### src/rtl/fetch_decode_stage.sv
// Fetch/decode front end: PC, writable instruction memory, IF/ID register and MIPS field decode.
// One cycle from PC acceptance to instruction/fields; stall or enable=0 holds PC and IF/ID, redirect squashes.
module fetch_decode_stage #(
   parameter int                  ADDR_W   = 4,
   parameter int                  DATA_W   = 32,
   parameter logic [ADDR_W-1:0]   RESET_PC = '0,
   parameter int                  CNT_W    = 16
) (
   input  logic              clock,
   input  logic              reset,
   input  logic              enable,
   input  logic              stall,
   input  logic              redirect,
   input  logic [ADDR_W-1:0] redirect_pc,
   input  logic              prog_we,
   input  logic [ADDR_W-1:0] prog_addr,
   input  logic [DATA_W-1:0] prog_data,
   output logic [ADDR_W-1:0] pc,
   output logic              id_valid,
   output logic [ADDR_W-1:0] id_pc,
   output logic [DATA_W-1:0] instruction,
   output logic [5:0]        opcode,
   output logic [4:0]        rs,
   output logic [4:0]        rt,
   output logic [4:0]        rd,
   output logic [4:0]        shamt,
   output logic [5:0]        funct,
   output logic [15:0]       immediate,
   output logic [31:0]       imm_sext,
   output logic [25:0]       jump_target,
   output logic              isRtype,
   output logic              isItype,
   output logic              isJtype,
   output logic [CNT_W-1:0]  fetch_count
);

   localparam int DEPTH = 2 ** ADDR_W;

   logic [DATA_W-1:0] mem_q [DEPTH];

   logic [ADDR_W-1:0] pc_q, pc_d;
   logic              valid_q, valid_d;
   logic [ADDR_W-1:0] id_pc_q, id_pc_d;
   logic [DATA_W-1:0] instr_q, instr_d;
   logic [CNT_W-1:0]  cnt_q, cnt_d;

   // Memory is never cleared; nonblocking write gives read-before-write for a same-edge fetch.
   always_ff @(posedge clock) begin
      if (prog_we) begin
         mem_q[prog_addr] <= prog_data;
      end
   end

   always_comb begin
      pc_d    = pc_q;
      valid_d = valid_q;
      id_pc_d = id_pc_q;
      instr_d = instr_q;
      cnt_d   = cnt_q;
      if (enable) begin
         if (redirect) begin
            pc_d    = redirect_pc;
            valid_d = 1'b0;
         end else if (!stall) begin
            instr_d = mem_q[pc_q];
            id_pc_d = pc_q;
            valid_d = 1'b1;
            pc_d    = pc_q + ADDR_W'(1);
            cnt_d   = cnt_q + CNT_W'(1);
         end
      end
   end

   always_ff @(posedge clock or posedge reset) begin
      if (reset) begin
         pc_q    <= RESET_PC;
         valid_q <= 1'b0;
         id_pc_q <= '0;
         instr_q <= '0;
         cnt_q   <= '0;
      end else begin
         pc_q    <= pc_d;
         valid_q <= valid_d;
         id_pc_q <= id_pc_d;
         instr_q <= instr_d;
         cnt_q   <= cnt_d;
      end
   end

   logic op_r, op_j;

   assign op_r = (instr_q[31:26] == 6'h00);
   assign op_j = (instr_q[31:26] == 6'h02) || (instr_q[31:26] == 6'h03);

   assign pc          = pc_q;
   assign id_valid    = valid_q;
   assign id_pc       = id_pc_q;
   assign instruction = instr_q;
   assign fetch_count = cnt_q;

   assign opcode      = instr_q[31:26];
   assign rs          = instr_q[25:21];
   assign rt          = instr_q[20:16];
   assign rd          = instr_q[15:11];
   assign shamt       = instr_q[10:6];
   assign funct       = instr_q[5:0];
   assign immediate   = instr_q[15:0];
   assign imm_sext    = {{16{instr_q[15]}}, instr_q[15:0]};
   assign jump_target = instr_q[25:0];

   // Flags are qualified by id_valid so a squashed slot never looks like a real instruction.
   assign isRtype = valid_q && op_r;
   assign isJtype = valid_q && op_j;
   assign isItype = valid_q && !op_r && !op_j;

endmodule

### config.mk
export PLATFORM = sky130hd
export DESIGN_NAME = fetch_decode_stage
export DESIGN_NICKNAME = d
export VERILOG_FILES = /design/src/rtl/fetch_decode_stage.sv
export SDC_FILE = /design/constraint.sdc
export NUM_CORES = 1
export LEC_CHECK = 0
export CORE_MARGIN = 1.5
export CORE_UTILIZATION = 42
export DETAILED_ROUTE_END_ITERATION = 10
export HOLD_SLACK_MARGIN = 0.1
export PLACE_DENSITY_LB_ADDON = 0.2
export SETUP_SLACK_MARGIN = 0.4
export SYNTH_ARGS = -nofsm -noshare
export SYNTH_HDL_FRONTEND = slang
export SYNTH_SLANG_ARGS = --single-unit
export TNS_END_PERCENT = 30
### constraint.sdc
create_clock -name clock -period 4.7 [get_ports clock]
set_input_delay 0.47 -clock clock [delete_from_list [all_inputs] [get_ports clock]]
set_output_delay 0.47 -clock clock [all_outputs]
set_load 0.02 [all_outputs]
==> results of run 1 <==
-- flip-flops by register name, summed over array words and instances (netlist names) --
| signal | cells |
|---|---|
| pc | 4 |
| fetch_count | 16 |
| id_valid | 1 |
| instruction | 32 |
| id_pc | 4 |
| mem_q | 512 |
-- final cells by class --
cell class	instances	area, um2	share of cell area
Clock buffer	75	1524	0.05727
Clock inverter	29	240.2	0.009028
Inverter	8	30.03	0.001128
Multi-Input combinational cell	446	4806	0.1806
Sequential cell	569	16810	0.6317
Tap cell	688	860.8	0.03235
Timing Repair Buffer	238	2340	0.08793
-- synthesized netlist by cell type, drive strengths merged, types with 2 or more instances --
master,number,share of area
or3b,2,0.00077
nand2b,3,0.00083
nand3b,2,0.00066
mux4,80,0.081
a22oi,54,0.018
xor2,4,0.0015
inv,8,0.0013
buf,149,0.047
a32oi,24,0.0093
nand4,4,0.0011
and3,3,0.00083
dfrtp,57,0.063
ha,2,0.0011
mux2,10,0.0050
a21oi,4,0.00089
nor4,2,0.00055
a22o,4,0.0015
nand3,6,0.0013
edfxtp,512,0.68
nor2,20,0.0034
nand2,29,0.0048
nor2b,4,0.0011
xnor2,11,0.0043
o21ai,33,0.0073
mux2i,127,0.056
nor3,9,0.0020
clkbuf,13,0.0022
-- logic make-up after synthesis --
logic type / count (synthesis) / share of synthesized area
xor gates and xnor gates: 15 / 0.005808
adders and majority gates: 2 / 0.001106
and+or+nand+nor: 89 / 0.01953
muxes: 217 / 0.1423
AOI/OAI and AO/OA: 123 / 0.03839
DFF: 569 / 0.7428
buffers and inverters: 170 / 0.05006
-- power groups by stage --
stage               logic, uW  clock network (uW)  registers (uW)
floorplan                1620                   0            6130
global placement         2440                   0            6130
detailed placement       2450                   0            6150
CTS                      2460                4400            6040
global route             2550                4610            6070
finish                   2430                4300            6030
-- through the flow --
stage	instances	setup WS (ns)	cell area, um2	hold slack [ns]	utilization
after floorplan	1185	1.050	22620	0.5686	-
after global placement	1949	1.628	24850	0.4609	0.4700
after detailed placement	1949	1.580	24850	0.4648	0.4700
after CTS	2053	1.581	26610	0.4028	0.5034
after global routing	2053	1.554	26610	0.4394	0.5034
final	2053	1.634	26610	0.3990	0.5034
-- routing by layer --
layer / up-vias / share of wire
li1: 4919 / -
met1: 5893 / 0.45
met2: 332 / 0.48
met3: 60 / 0.048
met4: 0 / 0.017
met5: - / 0
-- cell usage in the layout (no fill, tap or decap), drive strengths merged, types with 20 or more instances in the layout --
cell type / synthesis / routed
nand2: 29 / 29
clkdlybuf4s50: 0 / 211
edfxtp: 512 / 512
nor2: 20 / 20
dfrtp: 57 / 57
a22oi: 54 / 54
a32oi: 24 / 24
buf: 149 / 27
clkbuf: 13 / 75
o21ai: 33 / 33
mux2i: 127 / 127
clkinv: 0 / 22
mux4: 80 / 80
-- worst min-delay path by stage --
| stage | from | to |
|---|---|---|
| final | reset | fetch_count[15] |
| after floorplan | mem_q[8][1] | instruction[1] |
| after global routing | reset | fetch_count[9] |
| after CTS | reset | fetch_count[9] |
| after global placement | fetch_count[15] | fetch_count[15] |
| after detailed placement | fetch_count[15] | fetch_count[15] |
==> results.cfg, run 1 <==
[yosys]
yosysWarnings = 0
synthesis.nets = 1233
synth_cells = 1185
ys_seq_area_frac = 0.7428
syn-cell-area_um2 = 22620
ys_seq_elements = 569
synthArstFlopShare = 0.1002
avgSynthCellArea_um2 = 19.09
synthFlopType = edfxtp_1
synth.distinct_cells = 45
synth-edff-count = 512

[global_routing]
top_usage_layer = met2
track_usage = 0.1811
grt_pass1_wl_mm = 74.73
use_met1 = 0.2584
met2_usage = 0.2952
antenna_found_initial = 0
grt_max_degree = 73
use_met3 = 0.02455
grt_pass1_vias = 11430
grt_overflow = 0

[routing]
wl_per_cell_um = 24.44
post_drt_via_cell_ratio = 5.457
vias = 11200
antenna_left = 0
drtPass1Iterations = 5
drc_errors = 0
wirelength_mm = 50.18
drt_iter0_markers = 797

[finish]
nFillCells = 4284
synthToLayoutAreaGrowth_pct = 17.65
antenna_cells = 0
drive_above_1_share = 0.1582
fin_nets = 1367

[worst_setup_path]
reg2reg_depth = 5
rr_endpoint = instruction[19]
crit_end = pc[2]
worstPathArrival_ns = 2.60
crit_type = register to primary output
rrSetupSlack_ns = 1.86
cp.required_ns = 4.23
cp_num_buf_inv = 2
path_cells = buf_4 -> clkdlybuf4s50_1
worst_path_max_delay_cell = dfrtp_2
path_max_fanout = 27
path_depth = 2
reg2reg_from = pc[0]
cpLargestDelayFamily = buffers and inverters
start_kind = register
worst_setup_path_end_kind = primary output
max_stage_delay_ns = 0.78
cp-startpoint = pc[2]

[min_path]
hold_path_class = primary input to asynchronous set/reset pin

[cts]
clock-sinks = 569
cts_resized = 0
cts_tree = done
ctsHoldBuffers = 0
root_buffer = clkbuf_16
h-tree-depth = 2
cts_setup_buffers = 0
cts_buffers = 56
clk_pin_slew_ns = 0.06
clk_latency_ns = 0.59
clockBufferDepth = 3

[floorplan]
start_util = 0.4279
core_region_area_um2 = 52870
core.rowCount = 84
io_pins = 212
fp.dieH_um = 235.1
die_area_um2 = 55260
die_w_um = 235.1

[status]
outcome = finished clean

[timing]
hold_viol = 0
relSlewSlack = 0.1458
fin_setup_tns_ns = 0
min_period_ns = 3.066
fmax_ghz = 0.3261
finClkSkew_ns = 0.01711
worst_pin_slew_ns = 1.281
slew_viol_final = 0
finalCritPeriodShare = 0.6524
setup_viol = 0
grt_setup_unrepaired = no

[power_and_ir_drop]
p_clk_frac = 0.337
sequentialPowerShare = 0.472
power.switching_uw = 3372
ir_worst_vdd_uv = 261.4
leakage_uw = 0.008802
pwr-share-comb = 0.191
p_sw_frac = 0.2642
power_uw = 12760
powerDensity_nw_per_um2 = 479.6
p_int_uw = 9391

[placed_design]
gp_congestion = 0.7418
dp_hpwl_mm = 28.93
io_buffer_count = 211

[run]
cap_violations = 0
Note: power is estimated with default switching activity, not from simulation.
==> run 2, diff against run 1 <==
- clock period: 4.7 -> 2.5 ns (I/O delays scaled with it)
==> results.cfg, run 2 (synthesized netlist as in run 1, its figures left out) <==
[cts]
root_buffer = clkbuf_16
clock-sinks = 569
clk_pin_slew_ns = 0.06
h-tree-depth = 2
cts_buffers = 56
clockBufferDepth = 3
cts_tree = done
clk_latency_ns = 0.60

[finish]
drive_above_1_share = 0.1977
regMostFlops = mem_q
largest_reg_flops = 512
nFillCells = 4162
fin_nets = 1418
antenna_cells = 0
final_cell_mix = edfxtp_1, clkdlybuf4s50_1, mux2i_1
final_common_cell = edfxtp_1
final_area_um2 = 27660
synthToLayoutAreaGrowth_pct = 22.29

[floorplan]
core_region_area_um2 = 52870
io_pins = 212
fp.dieH_um = 235.1
start_util = 0.4279
die_area_um2 = 55260
core.rowCount = 84
die_w_um = 235.1

[worst_setup_path]
crit_type = register to primary output
reg2reg_from = pc[0]
cp.required_ns = 2.25
worstPathArrival_ns = 1.92
cp_num_buf_inv = 2
path_cells = nor4_4 -> buf_4 -> nand2_1 -> nor3_1 -> buf_2
worst_setup_path_end_kind = primary output
start_kind = register
reg2reg_depth = 7
path_max_fanout = 3
rr_endpoint = instruction[19]
rrSetupSlack_ns = 0.43
worst_path_max_delay_cell = dfrtp_2
max_stage_delay_ns = 0.46
cpLargestDelayFamily = simple AND/OR/NAND/NOR gates

[min_path]
min_path_cells = 3
min_from = redirect_pc[3]
hold_end = pc[3]
hold_path_class = primary input to register

[global_routing]
grt_pass1_vias = 11660
antenna_found_initial = 0
grt_pass1_wl_mm = 75.69
grt_max_degree = 52
track_usage = 0.1847
grt_overflow = 0

[timing]
grt_setup_unrepaired = yes
finalCritPeriodShare = 0.8662
relSlewSlack = 0.5883
worst_pin_slew_ns = 0.6157
layout_setup_ws_ns = 0.3346
fin_setup_tns_ns = 0
hold_viol = 0
setup_viol = 0
fmax_ghz = 0.4618
min_period_ns = 2.165
slew_viol_final = 0
finClkSkew_ns = 0.01736

[status]
outcome = finished clean

[placed_design]
dp_slack_ns = 0.1444
place_area_um2 = 25440
io_buffer_count = 211
gp_congestion = 0.7267
dp_hpwl_mm = 28.18

[routing]
drt_iter0_markers = 919
drc_errors = 0
vias = 11380
drtPass1Iterations = 5
wirelength_mm = 50.76
post_drt_via_cell_ratio = 5.407
wl_per_cell_um = 24.13
antenna_left = 0

[power_and_ir_drop]
powerDensity_nw_per_um2 = 916.3
ir_worst_vdd_uv = 587.3
leakage_uw = 0.009317
power_uw = 25340

[run]
cap_violations = 0
## run 2: layout make-up
type / instances / area [um2] / area share
flip-flops and latches: 569 / 16810 / 0.6079
multi-input cells: 446 / 4846 / 0.1752
repair buffers: 289 / 3085 / 0.1115
clock buffers: 80 / 1583 / 0.05722
well taps: 688 / 860.8 / 0.03112
clock inverters: 24 / 441.7 / 0.01597
inverters: 8 / 30.03 / 0.001086
## run 2: stage by stage
| step | cells | util | hold slack, ns |
|---|---|---|---|
| after floorplan | 1185 | - | 0.3489 |
| after global placement | 1981 | 0.4812 | 0.4618 |
| after detailed placement | 1981 | 0.4812 | 0.4568 |
| after CTS | 2092 | 0.5210 | 0.3289 |
| after global routing | 2104 | 0.5232 | 0.3288 |
| final | 2104 | 0.5232 | 0.3370 |
## run 2: worst reg2reg max path, cell delays in order (launching register included)
cell	delay [ns]
dfrtp_4	0.52
buf_4	0.17
clkbuf_16	0.16
buf_4	0.13
mux4_2	0.42
mux2_2	0.30
a22oi_1	0.17
o21ai_1	0.09
## run 2: how the worst max path moves through the flow
stage                    start          end  slack [ns]  cells past startpoint
3_3_place_gp   instruction[31]      isRtype        0.19                      4
2_1_floorplan     prog_addr[2]  mem_q[1][0]       -0.06                      2
3_5_place_dp   instruction[31]      isRtype        0.14                      4
6_report       instruction[31]      isRtype        0.33                      5
5_1_grt        instruction[31]      isRtype        0.24                      5
4_1_cts        instruction[28]      isRtype        0.19                      5
## run 2: report_power, final
group	internal [uW]	switching (uW)
registers	10800	411
logic	2430	2560
clock network	5720	3450
total	18900	6420
## run 2: metal layers
metal,routed length [um],track usage
met1,23000,0.2704
met2,24330,0.2910
met3,2544,0.03008
met4,889,0.04349
met5,0,0
## run 2: what timing repair did
action                                  CTS  global route
hold endpoints to repair                 20             0
resized for setup                        22             5
buffers inserted                          6            11
pin swaps                                 1             1
cloned                                    0             1
endpoints found under the setup margin   47            42
hold buffers                              1             0
